### config.mk
export PLATFORM = sky130hd
export DESIGN_NAME = alu_sequencer
export DESIGN_NICKNAME = d
export VERILOG_FILES = /design/src/rtl/alu_pkg.sv /design/src/rtl/alu_sequencer.sv
export SDC_FILE = /design/constraint.sdc
export NUM_CORES = 1
export LEC_CHECK = 0
export BUFFER_PORTS_ARGS = -buffer_cell sky130_fd_sc_hd__clkbuf_2
export CAP_MARGIN = 20
export CORE_AREA = 2 2 160 162
export CTS_CLUSTER_DIAMETER = 30
export DETAILED_ROUTE_END_ITERATION = 10
export DIE_AREA = 0 0 162 164
export PLACE_DENSITY = 0.67
export SETUP_SLACK_MARGIN = 0.05
export SYNTH_ARGS = -nofsm -noshare
export SYNTH_HDL_FRONTEND = slang
export SYNTH_SLANG_ARGS = --single-unit
export TNS_END_PERCENT = 5
### constraint.sdc
create_clock -name clk -period 2.8 [get_ports clk]
set_clock_uncertainty 0.15 [all_clocks]
set_input_delay 0.28 -clock clk [delete_from_list [all_inputs] [get_ports clk]]
set_output_delay 0.28 -clock clk [all_outputs]
set_load 0.02 [all_outputs]
### src/rtl/alu_pkg.sv
`default_nettype none
// +----------------------------------------------------------------------+
// | Module  : alu_pkg                                                    |
// | Brief   : Opcode map, sequencer state encoding and latency helpers   |
// |           shared by the ALU, the control unit and alu_sequencer.     |
// | Revision: 1.0 - initial release                                      |
// +----------------------------------------------------------------------+
package alu_pkg;

  // All 16 encodings are defined, so the sequencer never sees an unknown op.
  typedef enum logic [3:0] {
    ALU_ADD = 4'h0,
    ALU_SUB = 4'h1,
    ALU_MUL = 4'h2,
    ALU_SL  = 4'h3,
    ALU_DIV = 4'h4,
    ALU_MOD = 4'h5,
    ALU_NOT = 4'h6,
    ALU_OR  = 4'h7,
    ALU_AND = 4'h8,
    ALU_XOR = 4'h9,
    ALU_EQ  = 4'hA,
    ALU_NEQ = 4'hB,
    ALU_LT  = 4'hC,
    ALU_LE  = 4'hD,
    ALU_GT  = 4'hE,
    ALU_GE  = 4'hF
  } alu_op_e;

  typedef enum logic [1:0] {
    ST_IDLE = 2'd0,
    ST_EXEC = 2'd1,
    ST_RESP = 2'd2
  } seq_state_e;

  // Number of cycles the ALU inputs must be held stable for a given op.
  function automatic int unsigned op_latency(input alu_op_e op,
                                             input int unsigned mul_lat,
                                             input int unsigned div_lat);
    int unsigned lat;
    case (op)
      ALU_MUL:          lat = mul_lat;
      ALU_DIV, ALU_MOD: lat = div_lat;
      default:          lat = 1;
    endcase
    return lat;
  endfunction

  function automatic logic is_div_op(input alu_op_e op);
    return (op == ALU_DIV) || (op == ALU_MOD);
  endfunction

  // Compares whose single-bit answer comes back from the ALU in bit 0.
  function automatic logic is_alu_cmp_op(input alu_op_e op);
    return (op == ALU_EQ) || (op == ALU_LT) || (op == ALU_LE) ||
           (op == ALU_GT) || (op == ALU_GE);
  endfunction

endpackage
`default_nettype wire

### src/rtl/alu_sequencer.sv
`default_nettype none
// +----------------------------------------------------------------------+
// | Module  : alu_sequencer                                              |
// | Brief   : Request/response front end for the shared multicycle ALU.  |
// |           Registers one request, holds the ALU inputs for the op     |
// |           latency, screens div-by-zero / oversized shifts / compare  |
// |           masking, and returns the result over a valid/ready port.   |
// | Revision: 1.0 - initial release                                      |
// +----------------------------------------------------------------------+
module alu_sequencer
  import alu_pkg::*;
#(
  parameter int unsigned WORD_SIZE = 64,
  parameter int unsigned TAG_W     = 4,
  parameter int unsigned MUL_LAT   = 3,
  parameter int unsigned DIV_LAT   = 8
) (
  input  logic                 clk,
  input  logic                 rst_n,
  input  logic                 req_valid,
  output logic                 req_ready,
  input  logic [3:0]           req_op,
  input  logic [WORD_SIZE-1:0] req_a,
  input  logic [WORD_SIZE-1:0] req_b,
  input  logic [TAG_W-1:0]     req_tag,
  output logic [WORD_SIZE-1:0] alu_a,
  output logic [WORD_SIZE-1:0] alu_b,
  output logic [3:0]           alu_op,
  input  logic [WORD_SIZE-1:0] alu_out,
  output logic                 rsp_valid,
  input  logic                 rsp_ready,
  output logic [WORD_SIZE-1:0] rsp_result,
  output logic [TAG_W-1:0]     rsp_tag,
  output logic                 rsp_div_zero,
  output logic                 busy
);

  localparam int unsigned MAX_LAT = (MUL_LAT > DIV_LAT) ? MUL_LAT : DIV_LAT;
  // Counter only has to reach MAX_LAT-1.
  localparam int unsigned CNT_W   = (MAX_LAT > 2) ? $clog2(MAX_LAT) : 1;
  localparam logic [WORD_SIZE-1:0] SHIFT_LIMIT = WORD_SIZE'(WORD_SIZE);

  // State and datapath registers
  seq_state_e             state_q, state_d;
  logic [CNT_W-1:0]       cnt_q, cnt_d;
  alu_op_e                op_q, op_d;
  logic [WORD_SIZE-1:0]   a_q, a_d;
  logic [WORD_SIZE-1:0]   b_q, b_d;
  logic [TAG_W-1:0]       tag_q, tag_d;
  logic [WORD_SIZE-1:0]   res_q, res_d;
  logic [TAG_W-1:0]       rtag_q, rtag_d;
  logic                   dz_q, dz_d;

  // Combinational helpers
  alu_op_e                w_req_op;
  logic [CNT_W-1:0]       w_accept_cnt;
  logic                   w_b_zero;
  logic [WORD_SIZE-1:0]   w_cap_result;
  logic                   w_cap_div_zero;

  assign w_req_op = alu_op_e'(req_op);
  assign w_b_zero = (b_q == '0);

  // Divide by zero never reaches the ALU, so it does not wait the divide latency.
  function automatic int unsigned accept_latency(input alu_op_e op,
                                                 input logic b_is_zero);
    int unsigned lat;
    lat = op_latency(op, MUL_LAT, DIV_LAT);
    if (is_div_op(op) && b_is_zero) begin
      lat = 1;
    end
    return lat;
  endfunction

  // Initial countdown for a request accepted this cycle (lat-1).
  always_comb begin
    w_accept_cnt = CNT_W'(accept_latency(w_req_op, (req_b == '0)) - 1);
  end

  // Result screening applied at capture time, from the held operands and ALU output.
  always_comb begin
    w_cap_result   = alu_out;
    w_cap_div_zero = 1'b0;
    case (op_q)
      ALU_SL: begin
        if (b_q >= SHIFT_LIMIT) begin
          w_cap_result = '0;
        end
      end
      ALU_DIV: begin
        if (w_b_zero) begin
          w_cap_result   = '1;
          w_cap_div_zero = 1'b1;
        end
      end
      ALU_MOD: begin
        if (w_b_zero) begin
          w_cap_result   = a_q;
          w_cap_div_zero = 1'b1;
        end
      end
      ALU_NEQ: begin
        // Computed locally; the ALU's answer for NEQ is not trusted.
        w_cap_result = {{(WORD_SIZE-1){1'b0}}, (a_q != b_q)};
      end
      default: begin
        if (is_alu_cmp_op(op_q)) begin
          w_cap_result = {{(WORD_SIZE-1){1'b0}}, alu_out[0]};
        end
      end
    endcase
  end

  // Next-state, datapath loads and handshake outputs.
  always_comb begin
    state_d   = state_q;
    cnt_d     = cnt_q;
    op_d      = op_q;
    a_d       = a_q;
    b_d       = b_q;
    tag_d     = tag_q;
    res_d     = res_q;
    rtag_d    = rtag_q;
    dz_d      = dz_q;
    req_ready = 1'b0;
    rsp_valid = 1'b0;
    busy      = 1'b1;
    case (state_q)
      ST_IDLE: begin
        req_ready = 1'b1;
        busy      = 1'b0;
        if (req_valid) begin
          op_d    = w_req_op;
          a_d     = req_a;
          b_d     = req_b;
          tag_d   = req_tag;
          cnt_d   = w_accept_cnt;
          state_d = ST_EXEC;
        end
      end
      ST_EXEC: begin
        if (cnt_q != '0) begin
          cnt_d = cnt_q - 1'b1;
        end else begin
          res_d   = w_cap_result;
          rtag_d  = tag_q;
          dz_d    = w_cap_div_zero;
          state_d = ST_RESP;
        end
      end
      ST_RESP: begin
        rsp_valid = 1'b1;
        if (rsp_ready) begin
          state_d = ST_IDLE;
        end
      end
      default: begin
        state_d = ST_IDLE;
      end
    endcase
  end

  // State and datapath registers with synchronous active-low reset.
  always_ff @(posedge clk) begin
    if (!rst_n) begin
      state_q <= ST_IDLE;
      cnt_q   <= '0;
      op_q    <= ALU_ADD;
      a_q     <= '0;
      b_q     <= '0;
      tag_q   <= '0;
      res_q   <= '0;
      rtag_q  <= '0;
      dz_q    <= 1'b0;
    end else begin
      state_q <= state_d;
      cnt_q   <= cnt_d;
      op_q    <= op_d;
      a_q     <= a_d;
      b_q     <= b_d;
      tag_q   <= tag_d;
      res_q   <= res_d;
      rtag_q  <= rtag_d;
      dz_q    <= dz_d;
    end
  end

  // ALU inputs come straight from the held registers; NOT takes only operand A.
  assign alu_a        = a_q;
  assign alu_b        = (op_q == ALU_NOT) ? '0 : b_q;
  assign alu_op       = op_q;
  assign rsp_result   = res_q;
  assign rsp_tag      = rtag_q;
  assign rsp_div_zero = dz_q;

endmodule
`default_nettype wire

==> results of run 1 <==
-- worst min-delay path: stages --
cell and delay [ps]:
sky130_fd_sc_hd__clkbuf_2 120, sky130_fd_sc_hd__a21oi_1 90, sky130_fd_sc_hd__a21oi_1 170
-- sequential cells by signal, indices dropped and copies added (netlist names) --
| name | count |
|---|---|
| cnt_q | 3 |
| rsp_div_zero | 1 |
| b_q | 64 |
| rsp_tag | 4 |
| state_q | 2 |
| tag_q | 4 |
| alu_a | 64 |
| alu_op | 4 |
| rsp_result | 64 |
-- power breakdown --
part	internal (mW)	total, mW	leakage [nW]	switching, mW
combinational	0.956	2.48	4.31	1.53
clock	3.99	5.67	0.809	1.68
sequential	3.29	3.64	1.72	0.353
-- per-stage QoR --
step                      instance area, um^2  cells  power, mW  worst slack (ps)
after detailed placement                12500   1965       5.83             -32.5
after CTS                               16100   2246       11.7              65.6
after global routing                    16200   2248       12.1              54.6
after global placement                  12500   1965       5.81             -16.2
final                                   16200   2250       11.8              23.4
after floorplan                         10100   1303       4.85               648
-- worst max path at each step --
stage	start	endpoint	depth (start not counted)
6_report	b_q[20]	rsp_result[16]	8
4_1_cts	b_q[20]	rsp_result[10]	8
5_1_grt	b_q[20]	rsp_result[16]	8
2_1_floorplan	b_q[39]	rsp_result[39]	8
3_3_place_gp	b_q[20]	rsp_result[24]	8
3_5_place_dp	b_q[20]	rsp_result[17]	8
-- cells by family (layout without fill, tap and decap cells) --
group / Yosys count / count (layout) / share of synthesized area (%)
AO/OA/AOI/OAI: 401 / 401 / 21.7
XOR/XNOR: 65 / 65 / 5.66
adder cells (fa/ha/maj): 1 / 1 / 0.124
buffers and inverters: 116 / 731 / 4.65
flip-flops: 210 / 210 / 41.8
multiplexers: 1 / 1 / 0.0995
other: 0 / 2 / 0
AND/OR/NAND/NOR: 509 / 509 / 25.9
-- cells in the final DEF (no fill, tap or decap), types with 8 or more instances in the layout --
master / Yosys / routed
sky130_fd_sc_hd__a21oi_1: 265 / 265
sky130_fd_sc_hd__buf_12: 0 / 8
sky130_fd_sc_hd__buf_4: 3 / 32
sky130_fd_sc_hd__clkbuf_16: 0 / 49
sky130_fd_sc_hd__clkbuf_2: 0 / 407
sky130_fd_sc_hd__clkbuf_8: 0 / 10
sky130_fd_sc_hd__dfxtp_1: 210 / 209
sky130_fd_sc_hd__dlygate4sd3_1: 0 / 200
sky130_fd_sc_hd__nand2_1: 288 / 287
sky130_fd_sc_hd__nand4_1: 30 / 30
sky130_fd_sc_hd__nand4b_1: 58 / 58
sky130_fd_sc_hd__nor2b_1: 68 / 66
sky130_fd_sc_hd__nor4_1: 35 / 32
sky130_fd_sc_hd__o211ai_1: 59 / 59
sky130_fd_sc_hd__o21ai_0: 66 / 66
sky130_fd_sc_hd__xnor2_1: 65 / 65
-- layer usage --
| metal | part of all wire (%) | GRT usage [%] | wire [um] |
|---|---|---|---|
| met5 | 0 | 0 | 0 |
| met4 | 6.0 | 19.4 | 2970 |
| met3 | 11 | 8.16 | 5400 |
| met2 | 46 | 56.9 | 22700 |
| met1 | 38 | 44.7 | 18700 |
-- cell type report --
type	instances	area (um^2)	share of cell area [%]
Multi-Input combinational cell	977	5460	33.7
Antenna cell	2	5.00	0.0309
Clock buffer	65	1370	8.43
Inverter	2	10.0	0.0618
Tap cell	330	413	2.55
Sequential cell	210	4210	26.0
Clock inverter	16	270	1.67
Timing Repair Buffer	648	4460	27.6
-- timing repair --
| item | 4_1_cts | 5_1_grt |
|---|---|---|
| cloned | 0 | 1 |
| hold buffers | 200 | 0 |
| buffers inserted | 0 | 1 |
| gates resized for setup | 1 | 3 |
| hold endpoints to repair | 201 | 0 |
| endpoints found under the setup margin | 58 | 18 |
| pin swaps | 0 | 1 |
==> results.json, run 1 <==
{
  "synthArstFlopShare_pct": 0,
  "synthesis.instances": 1303,
  "cts-root-to-sink-buffers": 3,
  "critical_path.cell_chain": "nor4_4 -> buf_4 -> nand3_1 -> or4_4 -> a21oi_4 -> buf_12 -> a21oi_1 -> a21oi_1",
  "grt_pass1_vias": 12500,
  "crit_path_top_delay_cell": "sky130_fd_sc_hd__or4_4",
  "timing.hold.worst_endpoint": "rsp_result[10]",
  "worst_setup_hold_path_clk_slew_ps": 50,
  "signal_arrival_time_at_the_worst_endpoint_ps": 3060,
  "cts_buffer_count": 48,
  "grt_antenna_before_repair": 0,
  "clk_lat_worst_skew_ps": 540,
  "normalized_max_slew_margin_pct": 32.4,
  "critical_path_class": "flip-flop to flip-flop",
  "reg2reg_from": "b_q[20]",
  "global_route.usage.total_pct": 35.6,
  "port_buffers": 407,
  "number_of_clock_sinks": 210,
  "detail_route.wl_per_cell_um": 22.1,
  "ys_dominant_reg_cell": "sky130_fd_sc_hd__dfxtp_1",
  "final_layout_size_suffix_gt1_share_pct": 28.1,
  "worst_slew_pin_slew_ps": 1010,
  "drt-vias-per-instance": 5.83,
  "critical_path.endpoint_type": "flip-flop",
  "hold_path.class": "primary input to flip-flop",
  "synth_area_leader_cell": "sky130_fd_sc_hd__dfxtp_1",
  "grt_remaining_overflow": 0,
  "tritoncts": "yes",
  "post_synth_main_area_contributors": "sky130_fd_sc_hd__dfxtp_1, sky130_fd_sc_hd__a21oi_1, sky130_fd_sc_hd__nand2_1, sky130_fd_sc_hd__xnor2_1, sky130_fd_sc_hd__nand4b_1",
  "path_buf_inv": 2,
  "filler_cell_count": 2051,
  "timing.critical_path.max_delay_family": "simple AND/OR/NAND/NOR gates",
  "number_of_flops_mapped_to_enable_cells_by_yosys": 0,
  "coreArea_um2": 24800,
  "ratio_of_total_power_to_cell_area_nw_per_um2": 728,
  "ant_nets": 0,
  "worst-endpoint-required_ps": 3080,
  "timing.final.crit_period_ps": 2780,
  "final_util_pct": 65.3,
  "fmax_ghz": 0.360,
  "via_count": 13100,
  "leading_cell_type_by_number_of_instances_after_synthesis": "sky130_fd_sc_hd__nand2_1",
  "post_synth_instance_area_um2": 10100,
  "cellLeakagePower_nw": 6.84,
  "grt_first_pass_wirelength_um": 73000,
  "flow.area_growth_from_synthesis_pct": 61.0,
  "synth_commonest_cells": "sky130_fd_sc_hd__nand2_1, sky130_fd_sc_hd__a21oi_1, sky130_fd_sc_hd__dfxtp_1",
  "vdd_ir_drop_max_uv": 554,
  "drtPass1Iterations": 8,
  "timing.hold.ws_ps": 45.3,
  "number_of_flip_flops_and_latches_in_the_synthesized_netlist": 210,
  "rr_endpoint": "rsp_result[16]",
  "fp.dieW_um": 162,
  "floorplan.rows": 58,
  "post-route-drc-count": 0,
  "postSynthNetCount": 1508,
  "crit_fanout": 29,
  "crit_path_start_kind": "flip-flop",
  "detail_route.wirelength_um": 49800,
  "cts.root.buffer_cell": "sky130_fd_sc_hd__clkbuf_16",
  "dieArea_um2": 26600,
  "syn_area_per_cell_um2": 7.72,
  "gp_congestion": 0.959,
  "ys_types": 37,
  "status": "finished clean",
  "ys_seq_area_share_pct": 41.8,
  "worst_path_largest_cell_delay_ps": 560,
  "worst_hold_path.num_cells": 3,
  "maxCapViolCount": 0,
  "hold_start": "alu_out[10]",
  "setup_total_negative_slack_ps": 0,
  "htree_levels": 2,
  "dp_hpwl_um": 31700,
  "timing_max_transition_violations_final": 0,
  "unrepaired_setup_endpoints_after_global_routing": "false",
  "reg2regPathDepth": 8,
  "fin_crit_sh_pct": 99.2,
  "finalSetupViolCount": 0,
  "synth_largest_type_area_fraction_pct": 41.8,
  "initialDrtViolationCount": 1782,
  "fin_nets": 2092,
  "timing_hold_violations_final": 0,
  "cp_common_cell": "sky130_fd_sc_hd__a21oi_1",
  "warning_count_from_the_yosys_run": 0,
  "maximum_number_of_pins_on_one_net_before_global_route_repair": 95,
  "initial_utilization_pct": 40.5,
  "timing.reg2reg.setup_slack_ps": 20,
  "height_of_the_chip_um": 164,
  "ios": 408
}
No activity file was read; power rests on OpenSTA's default activity.
==> inputs of run 2 (changes only) <==
ABC_AREA = 0   (was unset)
REMOVE_ABC_BUFFERS = 1   (was unset)
clock period = 3 ns   (was 2.8 ns; I/O delays follow)
==> run 2 against run 1 <==
  * Core utilization fell by 0.27 points
  * Critical endpoint is now rsp_result[60]
  * Highest routed layer unchanged
  * Maximum frequency grew 0.40%
  * Largest power group unchanged
  * Critical path type unchanged
  * Power fell by 7.1%
  * Hold slack gained 93 ps
  * First-iteration DRC count is 12% lower
  * Setup slack improved by 210 ps
==> results.json, run 2 (synthesized netlist as in run 1, its figures left out) <==
{
  "cp_common_cell": "sky130_fd_sc_hd__nand4_1",
  "grt_first_pass_wirelength_um": 71100,
  "ios": 408,
  "dieArea_um2": 26600,
  "sw_frac_of_total_pct": 31.9,
  "unrepaired_setup_endpoints_after_global_routing": "false",
  "final_layout_size_suffix_gt1_share_pct": 28.2,
  "crit_fanout": 32,
  "worst-endpoint-required_ps": 3250,
  "fin_crit_sh_pct": 92.2,
  "stdcell_count": 2253,
  "setup_total_negative_slack_ps": 0,
  "cts-root-to-sink-buffers": 3,
  "coreArea_um2": 24800,
  "grt_pass1_vias": 12500,
  "worst_setup_hold_path_clk_slew_ps": 50,
  "drt-vias-per-instance": 5.68,
  "maximum_number_of_pins_on_one_net_before_global_route_repair": 95,
  "timing_max_transition_violations_final": 0,
  "setup_slack_ps": 235,
  "dpl.cell_count": 1963,
  "dp_hpwl_um": 31000,
  "ant_nets": 0,
  "timing.critical_path.from": "b_q[52]",
  "filler_cell_count": 2048,
  "signal_arrival_time_at_the_worst_endpoint_ps": 3020,
  "fmax_ghz": 0.362,
  "clk_lat_worst_skew_ps": 540,
  "dp_slack_ps": 295,
  "finalSetupViolCount": 0,
  "p_seq_share_pct": 30.5,
  "critical_path.cell_chain": "nor4_1 -> nand4_1 -> nor4_4 -> buf_4 -> nand4_1 -> nand4_1 -> a21oi_1",
  "final_util_pct": 65.0,
  "detail_route.wl_per_cell_um": 21.1,
  "grt_use_met2_pct": 58.7,
  "tritoncts": "yes",
  "maxCapViolCount": 0,
  "use_met3_pct": 6.04,
  "power.share.clock_pct": 48.3,
  "height_of_the_chip_um": 164,
  "htree_levels": 2,
  "timing.critical_path.max_delay_family": "simple AND/OR/NAND/NOR gates",
  "grt_util_met1_pct": 42.0,
  "grt_remaining_overflow": 0,
  "fin_nets": 2090,
  "timing.final.crit_period_ps": 2770,
  "critical_path_class": "flip-flop to flip-flop",
  "drtPass1Iterations": 7,
  "multiInputGateArea_um2": 5440,
  "worst_slew_pin_slew_ps": 919,
  "crit_path_start_kind": "flip-flop",
  "normalized_max_slew_margin_pct": 38.2,
  "fp.dieW_um": 162,
  "power.internal_mw": 7.46,
  "timing.critical_path.depth": 7,
  "crit_end": "rsp_result[60]",
  "cts_buffer_count": 49,
  "register_area_um2": 4210,
  "timing_hold_violations_final": 0,
  "cts_setup_buffers": 0,
  "cts.root.buffer_cell": "sky130_fd_sc_hd__clkbuf_16",
  "initial_utilization_pct": 40.5,
  "number_of_clock_sinks": 210,
  "global_route.usage.total_pct": 34.2,
  "most_common_cell_after_layout_fill_and_taps_aside": "sky130_fd_sc_hd__clkbuf_2",
  "crit_path_top_delay_cell": "sky130_fd_sc_hd__nor4_1",
  "flow.area_growth_from_synthesis_pct": 60.4,
  "power_frac_comb_pct": 21.2,
  "detail_route.wirelength_um": 47600,
  "rr_endpoint": "rsp_result[60]",
  "gp_congestion": 0.865,
  "hold_path.class": "primary input to flip-flop",
  "grt-busiest-layer": "met2",
  "post-route-drc-count": 0,
  "path_buf_inv": 1,
  "initialDrtViolationCount": 1568,
  "floorplan.rows": 58,
  "reg2regPathDepth": 7,
  "leading_cell_types_in_the_layout_fill_and_taps_excluded": "sky130_fd_sc_hd__clkbuf_2, sky130_fd_sc_hd__nand2_1, sky130_fd_sc_hd__a21oi_1",
  "reg2reg_from": "b_q[52]",
  "status": "finished clean",
  "ratio_of_total_power_to_cell_area_nw_per_um2": 679,
  "port_buffers": 407,
  "via_count": 12800,
  "power.switching_mw": 3.49,
  "power_mw": 11.0,
  "grt_antenna_before_repair": 0,
  "critical_path.endpoint_type": "flip-flop",
  "worst_path_largest_cell_delay_ps": 460,
  "timing.reg2reg.setup_slack_ps": 230,
  "cellLeakagePower_nw": 6.81,
  "vdd_ir_drop_max_uv": 476
}
run 2: repair_timing:
action	4_1_cts	5_1_grt
hold buffers	201	0
endpoints found under the setup margin	0	1
hold endpoints to repair	202	0
resized for setup	0	1
run 2: worst min-delay path: stages:
cell,delay [ps]
sky130_fd_sc_hd__clkbuf_2,140
sky130_fd_sc_hd__inv_6,160
sky130_fd_sc_hd__a21oi_1,170
run 2: through the flow:
step | hold WS [ps] | area, um^2
after floorplan | 282 | 9600
after global routing | 186 | 16100
after global placement | 286 | 12500
after detailed placement | 294 | 12500
final | 138 | 16100
after CTS | 148 | 16100
run 2: layout make-up:
class / count / area share, %
Sequential cell: 210 / 26.1
Inverter: 2 / 0.0776
Tap cell: 330 / 2.56
Multi-Input combinational cell: 977 / 33.7
Timing Repair Buffer: 645 / 27.4
Clock inverter: 32 / 2.14
Clock buffer: 56 / 7.95
Antenna cell: 1 / 0.0155
run 2: how the worst min path moves through the flow:
| stage | from | to | slack, ps | cells past startpoint |
|---|---|---|---|---|
| CTS | rst_n | alu_a[10] | 150 | 3 |
| finish | rst_n | alu_a[32] | 140 | 3 |
| detailed placement | tag_q[0] | rsp_tag[0] | 290 | 2 |
| global route | rst_n | alu_a[20] | 190 | 3 |
| global placement | tag_q[2] | rsp_tag[2] | 290 | 2 |
| floorplan | tag_q[0] | rsp_tag[0] | 280 | 2 |
run 2: power by group through the flow:
stage          registers [mW]  logic (mW)  clock network (mW)
5_1_grt                  3.37        2.48                5.47
6_report                 3.34        2.32                5.29
4_1_cts                  3.33        2.26                5.31
2_1_floorplan            3.54       0.940                   0
3_5_place_dp             3.38        2.04                   0
3_3_place_gp             3.38        2.02                   0
run 2: metal layers:
layer	part of all wire (%)	routed length (um)
met1	40	19000
met2	48	22700
met3	7.8	3690
met4	4.6	2180
met5	0	0
